File: config.mk
export PLATFORM = sky130hd
export DESIGN_NAME = hd44780_delay_timer
export DESIGN_NICKNAME = d
export VERILOG_FILES = /design/src/rtl/hd44780_timing_pkg.sv /design/src/rtl/hd44780_tick_prescaler.sv /design/src/rtl/hd44780_delay_timer.sv
export SDC_FILE = /design/constraint.sdc
export NUM_CORES = 1
export LEC_CHECK = 0
export ABC_AREA = 0
export BUFFER_PORTS_ARGS = -buffer_cell sky130_fd_sc_hd__clkbuf_2
export CAP_MARGIN = 20
export CORE_MARGIN = 4
export CORE_UTILIZATION = 28
export DETAILED_ROUTE_END_ITERATION = 10
export GPL_TIMING_DRIVEN = 0
export SYNTH_ARGS = -nofsm -noshare
export SYNTH_HDL_FRONTEND = slang
export SYNTH_SLANG_ARGS = --single-unit
File: constraint.sdc
create_clock -name CLK_I -period 2.45 [get_ports CLK_I]
set_input_delay 0.245 -clock CLK_I [delete_from_list [all_inputs] [get_ports CLK_I]]
set_output_delay 0.245 -clock CLK_I [all_outputs]
set_load 0.02 [all_outputs]
File: src/rtl/hd44780_timing_pkg.sv
// Shared timing definitions for the HD44780 controller: prescale helper,
// LCD wait times in microseconds, and the delay timer state encoding.
package hd44780_timing_pkg;

  // LCD command and initialisation waits, expressed in microsecond ticks
  localparam int T_POWERON_US = 15000;
  localparam int T_INIT1_US   = 4100;
  localparam int T_INIT2_US   = 100;
  localparam int T_CLEAR_US   = 1640;
  localparam int T_CMD_US     = 40;
  localparam int T_E_PULSE_US = 1;

  typedef enum logic {
    ST_IDLE = 1'b0,
    ST_RUN  = 1'b1
  } timer_state_e;

  // Number of system clocks per timer tick; 0 flags an unusable ratio
  function automatic int prescale_of(input int clk_hz, input int tick_hz);
    if (tick_hz <= 0) return 0;
    return clk_hz / tick_hz;
  endfunction

  // Prescaler register width: ceil(log2(prescale)), never below one bit
  function automatic int prescale_width(input int prescale);
    if (prescale <= 2) return 1;
    return $clog2(prescale);
  endfunction

endpackage

File: src/rtl/hd44780_tick_prescaler.sv
// Tick prescaler: a down-counter that emits a one-cycle tick each time it
// passes through zero. Shared by the delay timer and the E-pulse generator.
module hd44780_tick_prescaler #(
  parameter int PRESCALE = 48,
  parameter int WIDTH    = 6
) (
  input  logic clk_i,
  input  logic rst_ni,
  input  logic clear_i,
  input  logic load_i,
  input  logic en_i,
  output logic tick_o
);

  localparam logic [WIDTH-1:0] RELOAD = WIDTH'(PRESCALE - 1);

  logic [WIDTH-1:0] cnt_q;
  logic [WIDTH-1:0] cnt_d;

  // Clear wins over load; a running counter wraps back to the full period at zero
  always_comb begin
    cnt_d = cnt_q;
    if (clear_i) begin
      cnt_d = '0;
    end else if (load_i) begin
      cnt_d = RELOAD;
    end else if (en_i) begin
      if (cnt_q == '0) cnt_d = RELOAD;
      else             cnt_d = cnt_q - WIDTH'(1);
    end
  end

  // Counter register with asynchronous reset
  always_ff @(posedge clk_i or negedge rst_ni) begin
    if (!rst_ni) cnt_q <= '0;
    else         cnt_q <= cnt_d;
  end

  assign tick_o = en_i && (cnt_q == '0);

endmodule

File: src/rtl/hd44780_delay_timer.sv
// HD44780 delay timer: loads a delay in ticks, counts it down at the
// prescaled tick rate and emits a registered one-cycle expiry pulse.
// Optional periodic reload is enabled by defining HD44780_DELAY_TIMER_RELOAD_EN.
module hd44780_delay_timer
  import hd44780_timing_pkg::*;
#(
  parameter int COUNT_BITS = 16,
  parameter int CLK_HZ     = 48000000,
  parameter int TICK_HZ    = 1000000
) (
  input  logic                  CLK_I,
  input  logic                  RST_N_I,
  input  logic [COUNT_BITS-1:0] DAT_I,
  input  logic                  start_strobe,
  input  logic                  abort_strobe,
`ifdef HD44780_DELAY_TIMER_RELOAD_EN
  input  logic                  periodic,
`endif
  output logic                  busy,
  output logic                  end_strobe,
  output logic [COUNT_BITS-1:0] count_o
);

  localparam int PRESCALE = prescale_of(CLK_HZ, TICK_HZ);
  localparam int PRE_W    = prescale_width(PRESCALE);

  if (PRESCALE < 1) begin : g_bad_prescale
    $error("hd44780_delay_timer: CLK_HZ/TICK_HZ must be at least 1");
  end

  timer_state_e          state_q, state_d;
  logic [COUNT_BITS-1:0] count_q, count_d;
  logic                  end_q, end_d;
  logic                  pre_clear, pre_load, pre_en, pre_tick;
`ifdef HD44780_DELAY_TIMER_RELOAD_EN
  logic                  periodic_q, periodic_d;
  logic [COUNT_BITS-1:0] reload_q, reload_d;
`endif

  hd44780_tick_prescaler #(
    .PRESCALE (PRESCALE),
    .WIDTH    (PRE_W)
  ) u_prescaler (
    .clk_i   (CLK_I),
    .rst_ni  (RST_N_I),
    .clear_i (pre_clear),
    .load_i  (pre_load),
    .en_i    (pre_en),
    .tick_o  (pre_tick)
  );

  // Next-state logic: start beats abort and expiry, abort beats expiry
  always_comb begin
    state_d   = state_q;
    count_d   = count_q;
    end_d     = 1'b0;
    pre_clear = 1'b0;
    pre_load  = 1'b0;
    pre_en    = (state_q == ST_RUN);
`ifdef HD44780_DELAY_TIMER_RELOAD_EN
    periodic_d = periodic_q;
    reload_d   = reload_q;
`endif
    if (start_strobe) begin
      if (DAT_I != '0) begin
        state_d  = ST_RUN;
        count_d  = DAT_I;
        pre_load = 1'b1;
      end else begin
        state_d   = ST_IDLE;
        count_d   = '0;
        end_d     = 1'b1;
        pre_clear = 1'b1;
      end
`ifdef HD44780_DELAY_TIMER_RELOAD_EN
      periodic_d = periodic && (DAT_I != '0);
      reload_d   = DAT_I;
`endif
    end else if (state_q == ST_RUN) begin
      if (abort_strobe) begin
        state_d   = ST_IDLE;
        count_d   = '0;
        pre_clear = 1'b1;
      end else if (pre_tick) begin
        if (count_q <= COUNT_BITS'(1)) begin
          end_d = 1'b1;
`ifdef HD44780_DELAY_TIMER_RELOAD_EN
          if (periodic_q) begin
            count_d = reload_q;
          end else begin
            state_d   = ST_IDLE;
            count_d   = '0;
            pre_clear = 1'b1;
          end
`else
          state_d   = ST_IDLE;
          count_d   = '0;
          pre_clear = 1'b1;
`endif
        end else begin
          count_d = count_q - COUNT_BITS'(1);
        end
      end
    end
  end

  // State, count and expiry pulse registers with asynchronous reset
  always_ff @(posedge CLK_I or negedge RST_N_I) begin
    if (!RST_N_I) begin
      state_q <= ST_IDLE;
      count_q <= '0;
      end_q   <= 1'b0;
    end else begin
      state_q <= state_d;
      count_q <= count_d;
      end_q   <= end_d;
    end
  end

`ifdef HD44780_DELAY_TIMER_RELOAD_EN
  // Latched reload value and mode for periodic operation
  always_ff @(posedge CLK_I or negedge RST_N_I) begin
    if (!RST_N_I) begin
      periodic_q <= 1'b0;
      reload_q   <= '0;
    end else begin
      periodic_q <= periodic_d;
      reload_q   <= reload_d;
    end
  end
`endif

  assign busy       = (state_q == ST_RUN);
  assign end_strobe = end_q;
  assign count_o    = count_q;

endmodule

==> metrics.cfg, run 1 <==
[status]
status = complete, no violations

[critical_path]
path_buf_inv = 0
crit_path_frequent_cell = or4_4
crit_arrival_ps = 2490
cp_slowest_stage_delay_ps = 600
crit_path_start = count_o[14]$_DFFE_PN0P_
crit_fanout = 8
cp_top_family = simple AND/OR/NAND/NOR gates
timing.rr.start = count_o[14]$_DFFE_PN0P_
worstPathRequired_ps = 2620
crit_type = flip-flop to flip-flop
cpMaxStageDelayCell = or4_4
cp-start-kind = flip-flop
crit_chain = or4_4 -> or4_4 -> o21ai_4 -> o21ai_1 -> a221o_1
end_kind = flip-flop

[clock_tree]
htreeDepth = 1
postCtsSetupBuffers = 0
cts_tree = built
clock_latency_ps = 280
cts.clk_slew.worst_paths_ps = 90
ctsRootBufferMaster = clkbuf_8
clockBufferDepth = 2
cts_buffers = 3
clock-sinks = 24

[global_route]
grt_max_degree = 25
grt_usage_pct = 15.0
grt_pass1_vias = 1612
grt_overflow_total = 0
grt_first_pass_wirelength_um = 7850
antenna_found_initial = 0

[synthesis]
yosysSeqAreaShare_pct = 39.3
synth-seq-cells = 24
synth_top_cell_by_area = dfrtp_1
synthTopCellsByArea = dfrtp_1 39%, a21oi_1 4.9%, o21ai_0 3.6%
synth_area_um2 = 1530
ys.warnings.count = 0
synth_top_cell_area_share_pct = 39.3
postSynthCellCount = 175
synth_commonest_cells = 24 x dfrtp_1, 15 x a21oi_1, 14 x nand2_1
synth_edf_count = 0
synthArstFlopShare_pct = 100
avgSynthCellArea_um2 = 8.73
synth.distinct_cells = 41
yosysMostFrequentCell = dfrtp_1
synthFlopType = dfrtp_1
synth_fp_nets = 199

[layout]
drive_gt1_share_pct = 24.9
utilization_pct = 36.2
areaGrowthSynthToFinish_pct = 23.4
final_nets = 242
antenna_cells = 0

[worst_hold_path]
hold_path_class = primary input to flip-flop
hold_start = DAT_I[8]

[pwr]
clkPwrFrac_pct = 24.7
power.total_mw = 1.13
pwr-share-seq_pct = 45.7
p_switching_mw = 0.418
p_int_mw = 0.713
peakVddDrop_mv = 0.291
comb_power_share_pct = 29.7
power.density_nw_per_um2 = 599
p_leak_nw = 0.766
netSwitchingFraction_pct = 37.0

[detailed_routing]
post-route-drc-count = 0
drtIter0Drc = 87
vias_per_cell = 5.54
wire_per_inst_um = 16.2
num_vias = 1591
drt.antenna.violating_nets = 0
firstDrtPassIters = 4
wirelength_um = 4640

[timing]
timing_max_transition_violations_final = 0
finalHoldViolations = 0
setup_viol = 0
period_share_pct = 94.9
rsz0062_at_grt = yes
period_needed_ps = 2330
max_freq_mhz = 430
fin_skew_ps = 6.33
maxSlewHeadroom_pct = 39.6
worstMarginPinSlew_ps = 894
timing.setup.tns_ps = 0

[die]
io_pins = 38
core-area_um2 = 5200
start_util_pct = 29.4
die_area_um2 = 6700
dieHeight_um = 81.9
rows = 26
die-width_um = 81.9

[placement]
port_buffers = 37
place_congestion = 0.797
dp_hpwl_um = 3510

[job]
drv_cap = 0

-- cells in the final DEF, fill, tap and decap left out, drive strengths merged, types with 3 or more instances in the layout --
master,synthesis,final
clkbuf,4,45
dfrtp,24,24
o21ai,19,19
a21oi,15,15
nand2,14,14
inv,10,10
nor2,9,9
nor3,9,9
nor4,8,8
or3,6,6
a22oi,6,6
or2,5,5
o22ai,5,5
nand3,4,4
ha,4,4
a32oi,3,3
o211ai,3,3
-- worst paths after layout --
path	endpoint	slack, ps	cells after the start
max	count_o[8]$_DFFE_PN0P_	120	5
min	count_o[8]$_DFFE_PN0P_	220	2
max reg2reg	count_o[8]$_DFFE_PN0P_	120	5
min reg2reg	u_prescaler.cnt_q[0]$_DFFE_PN0P_	550	2
max in group asynchronous	count_o[3]$_DFFE_PN0P_	1540	2
min in group asynchronous	u_prescaler.cnt_q[0]$_DFFE_PN0P_	510	2
-- cell families (layout without fill, tap and decap cells) --
group           after synthesis  in the layout  synth area share (%)
buf+inv                      14             56                  3.44
fa+ha+maj                     4              4                  3.28
mux                           1              1                 0.655
flops                        24             24                  39.3
simple gates                 66             66                  24.0
compound gates               66             66                  29.3
-- area by class of cell --
cell class,count,area (um^2)
tap,70,87.6
clock buffer,4,55.1
inverter,10,37.5
timing repair buffer,38,195
multi-input combinational,137,895
fill,576,3320
sequential,24,601
buffer,4,15.0
-- power by group through the flow --
stage,combinational (mW),sequential [mW],clock [mW]
after global routing,0.377,0.527,0.300
final,0.335,0.516,0.279
after floorplan,0.169,0.552,0
after detailed placement,0.329,0.522,0
after global placement,0.325,0.520,0
after CTS,0.333,0.514,0.284
-- per-layer routing --
metal | global-route usage, % | up-vias | wire (um)
met1 | 19.5 | 787 | 2170
met2 | 25.2 | 36 | 2220
met4 | 4.32 | 0 | 45
li1 | - | 763 | -
met5 | 0 | - | 0
met3 | 2.96 | 5 | 199
-- sequential cells by signal (all words and copies together), names as in the netlist --
register,cells
end_strobe,1
count_o,16
busy,1
u_prescaler.cnt_q,6
-- stage by stage --
| stage | hold WS (ps) | instance area (um^2) | instances | setup WS (ps) |
|---|---|---|---|---|
| 6_report | 219 | 1890 | 287 | 124 |
| 3_5_place_dp | 289 | 1800 | 282 | -91.5 |
| 3_3_place_gp | 299 | 1800 | 282 | -51.6 |
| 2_1_floorplan | -50.6 | 1530 | 175 | 165 |
| 4_1_cts | 217 | 1880 | 287 | 30.6 |
| 5_1_grt | 224 | 1890 | 287 | -10.0 |
-- repair_timing --
| action | in CTS | in global routing |
|---|---|---|
| endpoints found under the hold margin | 24 | 0 |
| endpoints found under the setup margin | 4 | 8 |
| hold buffers | 1 | 0 |
| gates resized for setup | 2 | 1 |
(Power assumes the default switching activity.)
==> run 2, diff against run 1 <==
--- a/config.mk
+++ b/config.mk
@@ -6,5 +6,4 @@
 export NUM_CORES = 1
 export LEC_CHECK = 0
-export ABC_AREA = 0
 export BUFFER_PORTS_ARGS = -buffer_cell sky130_fd_sc_hd__clkbuf_2
 export CAP_MARGIN = 20
==> constraint.sdc (replaced) <==
create_clock -name CLK_I -period 2.45 [get_ports CLK_I]
set_input_delay 0.49 -clock CLK_I [delete_from_list [all_inputs] [get_ports CLK_I]]
set_output_delay 0.49 -clock CLK_I [all_outputs]
set_load 0.02 [all_outputs]
==> metrics.cfg, run 2 (synthesis gave the netlist of run 1 again) <==
[status]
status = complete, no violations

[detailed_routing]
firstDrtPassIters = 5
vias_per_cell = 5.60
wire_per_inst_um = 16.1
wirelength_um = 4600
post-route-drc-count = 0
drt.antenna.violating_nets = 0
num_vias = 1601
drtIter0Drc = 99

[critical_path]
cp-start-kind = flip-flop
crit_arrival_ps = 2490
end_kind = flip-flop
worstPathRequired_ps = 2620
crit_type = flip-flop to flip-flop
crit_fanout = 8

[placement]
place_ws_ps = -163
place_inst = 282
place_congestion = 0.797
placed_area_um2 = 1800
dp_hpwl_um = 3510
port_buffers = 37

[layout]
final_nets = 241
utilization_pct = 36.2
fin_area_um2 = 1880
antenna_cells = 0
final_cell_mix = 37 x clkbuf_2, 24 x dfrtp_1, 15 x a21oi_1, 14 x nand2_1, 11 x o21ai_0
largest_register_ffs = 16
final_common_cell = clkbuf_2
areaGrowthSynthToFinish_pct = 23.3
stdcell_count = 286
drive_gt1_share_pct = 25.5

[clock_tree]
clock-sinks = 24
postCtsHoldBufs = 0
cts_tree = built
cts.clk_slew.worst_paths_ps = 90
ctsRootBufferMaster = clkbuf_8
postCtsSetupBuffers = 0
cts_buffers = 3
clockBufferDepth = 2
htreeDepth = 1
clock_latency_ps = 280

[die]
die_area_um2 = 6700
io_pins = 38
core-area_um2 = 5200
rows = 26
start_util_pct = 29.4
dieHeight_um = 81.9
die-width_um = 81.9

[pwr]
peakVddDrop_mv = 0.291
p_leak_nw = 0.762
power.total_mw = 1.13
power.density_nw_per_um2 = 599

[job]
drv_cap = 0

[timing]
finalHoldViolations = 0
setup_viol = 0
setup_slack_ps = 122
timing_max_transition_violations_final = 0
period_needed_ps = 2330
max_freq_mhz = 430
worstMarginPinSlew_ps = 853
fin_skew_ps = 5.69
rsz0062_at_grt = yes
period_share_pct = 95.0
maxSlewHeadroom_pct = 42.6

[global_route]
grt_usage_pct = 15.0
met1_usage_pct = 19.4
grt_use_met3_pct = 2.96
grt_first_pass_wirelength_um = 7840
grt_max_degree = 25
antenna_found_initial = 0
use_met2_pct = 25.2
busiest_layer = met2
grt_overflow_total = 0
grt_pass1_vias = 1609

[worst_hold_path]
hold_path_class = primary input to async pin

run 2: final timing paths:
kind | startpoint | to | slack [ps] | depth (start not counted)
min in group CLK_I | DAT_I[8] | count_o[8]$_DFFE_PN0P_ | 460 | 2
hold / removal | RST_N_I | u_prescaler.cnt_q[0]$_DFFE_PN0P_ | 210 | 1
setup reg to reg | count_o[14]$_DFFE_PN0P_ | count_o[8]$_DFFE_PN0P_ | 120 | 5
max in group asynchronous | RST_N_I | count_o[3]$_DFFE_PN0P_ | 1830 | 1
setup / recovery | count_o[14]$_DFFE_PN0P_ | count_o[8]$_DFFE_PN0P_ | 120 | 5
hold reg to reg | count_o[8]$_DFFE_PN0P_ | count_o[8]$_DFFE_PN0P_ | 550 | 1
run 2: layer usage:
metal	share of wire, %	wire [um]
met1	45	2080
met2	48	2230
met3	5.4	250
met4	0.98	45
met5	0	0
run 2: timing repair:
item / 4_1_cts / 5_1_grt
gates resized for setup: 2 / 2
gates cloned: 0 / 0
pin swaps: 0 / 0
endpoints found under the setup margin: 4 / 13
run 2: report_power, final:
part	leakage, nW	internal, mW	switching, mW
clock	0.0288	0.144	0.134
combinational	0.444	0.123	0.212
sequential	0.290	0.445	0.0694
total	0.762	0.712	0.416
run 2: area by class of cell:
| class | count | area [um^2] |
|---|---|---|
| multi-input cells | 137 | 902 |
| repair buffers | 37 | 185 |
| well taps | 70 | 87.6 |
| plain buffers | 4 | 15.0 |
| fillers | 575 | 3320 |
| flip-flops and latches | 24 | 601 |
| clock buffers | 4 | 55.1 |
| inverters | 10 | 37.5 |
run 2: worst max-delay path: stages, from the launching register on:
cell     delay, ps
dfrtp_1        430
or4_4          600
or4_4          480
o21ai_4        300
o21ai_1        110
a221o_1        300
run 2: stage by stage:
step                      hold slack, ps  TNS (ps)
final                                211         0
after global routing                 253     -10.0
after CTS                            234         0
after detailed placement             527     -1160
after global placement               527     -1360
after floorplan                      194         0
